## src/rtl/button_pulse_conditioner.sv

```systemverilog
// Two-channel button front end: synchronises and debounces the raw increase /
// decrease buttons, then turns each debounced press into a single-cycle step
// pulse with optional auto-repeat while the button stays held.
// Channel index 0 is the up/increase button and index 1 is the down/decrease button.
module button_pulse_conditioner #(
   parameter int DEBOUNCE_CYCLES = 1000000,
   parameter int REPEAT_EN       = 1,
   parameter int REPEAT_DELAY    = 50000000,
   parameter int REPEAT_RATE     = 20000000
) (
   input  logic clk,
   input  logic rst_n,
   input  logic btn_up_raw,
   input  logic btn_dn_raw,
   output logic inc_pulse,
   output logic dec_pulse,
   output logic up_level,
   output logic dn_level
);

   // REPEAT_DELAY >= REPEAT_RATE, so one repeat counter width covers both intervals.
   localparam int DB_W = $clog2(DEBOUNCE_CYCLES);
   localparam int RP_W = $clog2(REPEAT_DELAY);

   localparam logic [DB_W-1:0] DB_LAST    = DB_W'(DEBOUNCE_CYCLES - 1);
   localparam logic [RP_W-1:0] DELAY_LAST = RP_W'(REPEAT_DELAY - 1);
   localparam logic [RP_W-1:0] RATE_LAST  = RP_W'(REPEAT_RATE - 1);

   // HELD is only reachable when auto-repeat is disabled.
   typedef enum logic [1:0] {
      IDLE   = 2'd0,
      DELAY  = 2'd1,
      REPEAT = 2'd2,
      HELD   = 2'd3
   } state_t;

   logic [1:0]      w_raw;
   logic [1:0]      r_s1;
   logic [1:0]      r_s2;
   logic [1:0]      r_level;
   logic [DB_W-1:0] r_db_cnt [2];
   state_t          r_state  [2];
   logic [RP_W-1:0] r_rp_cnt [2];
   logic [1:0]      w_req;
   logic            w_conflict;
   logic            r_inc;
   logic            r_dec;

   assign w_raw      = {btn_dn_raw, btn_up_raw};
   assign w_conflict = r_level[0] & r_level[1];

   // Two-flop synchroniser bringing the asynchronous buttons into the clk domain.
   always_ff @(posedge clk) begin
      if (!rst_n) begin
         r_s1 <= '0;
         r_s2 <= '0;
      end else begin
         // NOTE: non-blocking assignments make r_s2 take the old r_s1, giving
         // two real flop stages; blocking here would collapse them into one.
         r_s1 <= w_raw;
         r_s2 <= r_s1;
      end
   end

   // Debouncer: the level follows s2 only after DEBOUNCE_CYCLES consecutive disagreeing edges.
   always_ff @(posedge clk) begin
      if (!rst_n) begin
         r_level <= '0;
         for (int ch = 0; ch < 2; ch++) r_db_cnt[ch] <= '0;
      end else begin
         for (int ch = 0; ch < 2; ch++) begin
            if (r_s2[ch] == r_level[ch]) begin
               r_db_cnt[ch] <= '0;
            end else if (r_db_cnt[ch] == DB_LAST) begin
               r_level[ch]  <= ~r_level[ch];
               r_db_cnt[ch] <= '0;
            end else begin
               r_db_cnt[ch] <= r_db_cnt[ch] + DB_W'(1);
            end
         end
      end
   end

   // Pulse request per channel, decoded from the current FSM state and repeat counter.
   always_comb begin
      // NOTE: the default assignment keeps w_req fully assigned on every path,
      // so no latch is inferred for the states that do not request.
      w_req = '0;
      for (int ch = 0; ch < 2; ch++) begin
         if (r_level[ch]) begin
            case (r_state[ch])
               IDLE:    w_req[ch] = 1'b1;
               DELAY:   w_req[ch] = (r_rp_cnt[ch] == DELAY_LAST);
               REPEAT:  w_req[ch] = (r_rp_cnt[ch] == RATE_LAST);
               default: w_req[ch] = 1'b0;
            endcase
         end
      end
   end

   // Press / auto-repeat FSM per channel; dropping the level always returns to IDLE.
   always_ff @(posedge clk) begin
      if (!rst_n) begin
         for (int ch = 0; ch < 2; ch++) begin
            r_state[ch]  <= IDLE;
            r_rp_cnt[ch] <= '0;
         end
      end else begin
         for (int ch = 0; ch < 2; ch++) begin
            if (!r_level[ch]) begin
               r_state[ch]  <= IDLE;
               r_rp_cnt[ch] <= '0;
            end else begin
               case (r_state[ch])
                  IDLE: begin
                     r_rp_cnt[ch] <= '0;
                     r_state[ch]  <= (REPEAT_EN != 0) ? DELAY : HELD;
                  end
                  DELAY: begin
                     if (r_rp_cnt[ch] == DELAY_LAST) begin
                        r_rp_cnt[ch] <= '0;
                        r_state[ch]  <= REPEAT;
                     end else begin
                        r_rp_cnt[ch] <= r_rp_cnt[ch] + RP_W'(1);
                     end
                  end
                  REPEAT: begin
                     if (r_rp_cnt[ch] == RATE_LAST) r_rp_cnt[ch] <= '0;
                     else                           r_rp_cnt[ch] <= r_rp_cnt[ch] + RP_W'(1);
                  end
                  default: r_state[ch] <= HELD;
               endcase
            end
         end
      end
   end

   // Registered step pulses, masked while both buttons are debounced high.
   always_ff @(posedge clk) begin
      if (!rst_n) begin
         r_inc <= 1'b0;
         r_dec <= 1'b0;
      end else begin
         r_inc <= w_req[0] & ~w_conflict;
         r_dec <= w_req[1] & ~w_conflict;
      end
   end

   assign inc_pulse = r_inc;
   assign dec_pulse = r_dec;
   assign up_level  = r_level[0];
   assign dn_level  = r_level[1];

endmodule

```

## config.mk

```make
export PLATFORM = sky130hd
export DESIGN_NAME = button_pulse_conditioner
export DESIGN_NICKNAME = d
export VERILOG_FILES = /design/src/rtl/button_pulse_conditioner.sv
export SDC_FILE = /design/constraint.sdc
export NUM_CORES = 1
export LEC_CHECK = 0
export CORE_MARGIN = 5
export CORE_UTILIZATION = 49
export DETAILED_ROUTE_END_ITERATION = 10
export DONT_BUFFER_PORTS = 1
export SYNTH_ARGS = -nofsm -noshare
export SYNTH_HDL_FRONTEND = slang
export SYNTH_SLANG_ARGS = --single-unit
```

## constraint.sdc

```tcl
create_clock -name clk -period 3.1 [get_ports clk]
set_clock_uncertainty 0.05 [all_clocks]
set_input_delay 0.31 -clock clk [delete_from_list [all_inputs] [get_ports clk]]
set_output_delay 0.31 -clock clk [all_outputs]
set_load 0.02 [all_outputs]
```

==> impl_metrics.tcl <==
set metrics [dict create \
    outcome "complete, no violations" \
    avgViaCountPerCell 5.27 \
    cts.repair_timing.setup_buffer_count 0 \
    synth_sequential_area_ratio_pct 54.5 \
    dpl.cell_count 697 \
    postCtsHoldBufs 0 \
    htree_num_levels 3 \
    detail_route.wl_per_cell_um 13.6 \
    tightestPinTransition_ns 0.785 \
    antenna-diode-count 0 \
    grt_setup_unrepaired "no" \
    drt_drc_violations_left 0 \
    antenna_found_initial 0 \
    global_route_wire_length_before_repair_mm 16.5 \
    drv_cap 0 \
    io_buffers 0 \
    highest_clock_rate_ghz 0.393 \
    timing.hold.worst.class "input port to flop" \
    clockBufferDepth 2 \
    critical_path.startpoint_type "flop" \
    final_period_minus_worst_setup_slack_ns 2.55 \
    core-area_mm2 0.0113 \
    grt_pass1_vias 3611 \
    clk_root_buffer_cell "clkbuf_16" \
    worst-r2r-setup-slack_ns 0.55 \
    setup_tns_ns 0 \
    clk_latency_ns 0.35 \
    flow.area_growth_from_synthesis_pct 11.5 \
    netlist_instances 521 \
    dpl-instance-area_mm2 0.00589 \
    ys_warn_count 0 \
    cellLeakagePower_nw 2.14 \
    slew_headroom_pct 47.2 \
    hold_viol 0 \
    synth_area_per_cell_um2 10.7 \
    chipWidth_um 117 \
    routed_vias 3761 \
    cellPowerDensity_mw_per_mm2 465 \
    tritoncts "built" \
    place_congestion 0.823 \
    ir_worst_vdd_mv 0.266 \
    drt_iter0_drc 247 \
    timing.critical_path.fanout_max 18 \
    clock_sinks 104 \
    die-area_mm2 0.0136 \
    fp.dieH_um 117 \
    drv_slew 0 \
    required_ns 3.15 \
    postRouteAntennaNets 0 \
    drt-total-wl_mm 9.69 \
    layout_worst_path_cycle_share_pct 82.1 \
    floorplan.initialDensity_pct 49.5 \
    arrival_ns 2.60 \
    layout-drive-gt1-share_pct 5.79 \
    grtUsageTotal_pct 15.3 \
    largest_net_degree_at_the_start_of_global_routing 27 \
    synth_seq_cells 104 \
    final_nets 573 \
    drt-pass1-iter-count 4 \
    dp_hpwl_mm 6.83 \
    synth_cell_types 41 \
    global_route.overflow_total 0 \
    setup-violations-final 0 \
    syn-cell-area_mm2 0.00558 \
    finalNonFillerCells 713 \
    final_common_cell "nor2_1" \
    post_cts_resized 0 \
    io_pins 8 \
    post-route-cell-area_mm2 0.00622 \
    cts-buffers-inserted 9 \
    layout.cells.most_common_list "nor2_1 (110), edfxtp_1 (96), xor2_1 (54), nand3_1 (48), conb_1 (40)" \
    row_count 39 \
    clk_transition_reported_paths_ns 0.07 \
    critPathKind "flop to flop" \
    timing.critical_path.to_type "flop" \
]
==> synth_stat cells, drive strengths merged <==
cell type / n / area [um^2]
ha: 4 / 50.1
edfxtp: 96 / 2880
nor4: 12 / 109
o21ai: 1 / 5.00
nand4: 19 / 119
a21boi: 1 / 7.51
inv: 9 / 33.8
and2: 4 / 25.0
or4b: 4 / 43.8
and4: 8 / 70.1
nor3b: 2 / 15.0
and3: 17 / 106
clkbuf: 9 / 33.8
a22oi: 1 / 21.3
nor4b: 9 / 85.1
xnor2: 32 / 280
o41ai: 1 / 8.76
buf: 5 / 43.8
conb: 1 / 3.75
a31oi: 4 / 25.0
or2: 2 / 12.5
dfxtp: 8 / 160
xor2: 54 / 473
nor2b: 5 / 31.3
nand4b: 2 / 17.5
nand3: 48 / 240
o21a: 1 / 7.51
nor3: 13 / 65.1
nor2: 110 / 413
nand3b: 2 / 15.0
mux2i: 2 / 20.0
a21oi: 4 / 27.5
or3: 2 / 12.5
nand2: 28 / 105
nor4bb: 1 / 10.0
==> through the flow <==
stage	utilization, %	worst slack (ns)	hold WS (ns)	total power [mW]
after floorplan	-	0.886	0.362	1.63
after global placement	52.2	0.637	0.387	1.64
after detailed placement	52.2	0.559	0.380	1.64
after CTS	55.2	0.547	0.0163	2.93
after global routing	55.2	0.423	0.0149	2.99
final	55.2	0.554	0.0334	2.89
==> report_power, final <==
| part | switching, mW | internal [mW] | total, mW |
|---|---|---|---|
| clock network | 0.499 | 0.782 | 1.28 |
| registers | 0.0252 | 1.54 | 1.57 |
| logic | 0.0245 | 0.0200 | 0.0445 |
| total | 0.548 | 2.34 | 2.89 |
==> sequential cells by signal (all words and copies together), names as in the netlist <==
name and count:
r_rp_cnt 52, r_s2 2, inc_pulse 1, r_level 2, r_s1 2, dec_pulse 1
r_db_cnt 40, r_state 4
==> path summary, 6_finish.rpt <==
| path | from | to | cells past startpoint |
|---|---|---|---|
| setup / recovery | r_rp_cnt[0][18]$_SDFFCE_PN0P_ | r_rp_cnt[0][4]$_SDFFCE_PN0P_ | 6 |
| hold / removal | rst_n | r_s1[0]$_SDFF_PN0_ | 1 |
| setup reg to reg | r_rp_cnt[0][18]$_SDFFCE_PN0P_ | r_rp_cnt[0][4]$_SDFFCE_PN0P_ | 6 |
| hold reg to reg | r_s1[1]$_SDFF_PN0_ | r_s2[1]$_SDFF_PN0_ | 1 |
==> logic make-up (layout without fill, tap and decap cells) <==
group / after synthesis / after routing / synth area share [%]
simple gates: 288 / 288 / 26.8
flops: 104 / 104 / 54.5
buf+inv: 23 / 33 / 2.00
xor+xnor: 86 / 86 / 13.5
other cells: 1 / 40 / 0.0672
mux: 2 / 2 / 0.359
fa+ha+maj: 4 / 4 / 0.897
compound gates: 13 / 13 / 1.84
==> routing by layer <==
| layer | track usage [%] | up-vias | share of wire, % |
|---|---|---|---|
| met1 | 19.6 | 1789 | 49 |
| li1 | - | 1918 | - |
| met2 | 24.9 | 38 | 47 |
| met5 | 0 | - | 0 |
| met3 | 2.69 | 16 | 2.0 |
| met4 | 8.03 | 0 | 2.4 |
==> worst max-delay path: stages, from the launching register on <==
cell      delay [ns]
edfxtp_1        0.45
or4b_1          0.56
nor3_1          0.32
nand4_1         0.22
a22oi_4         0.33
buf_4           0.29
nor2_1          0.08
==> layout make-up <==
cell class                      instances  area (um^2)
Clock buffer                            9          225
Tap cell                              143          179
Multi-Input combinational cell        433         2570
Fill cell                            1005         5050
Timing Repair Buffer                    8         60.1
Sequential cell                       104         3040
Clock inverter                          7          110
Inverter                                9         33.8
(Power assumes the default switching activity.)
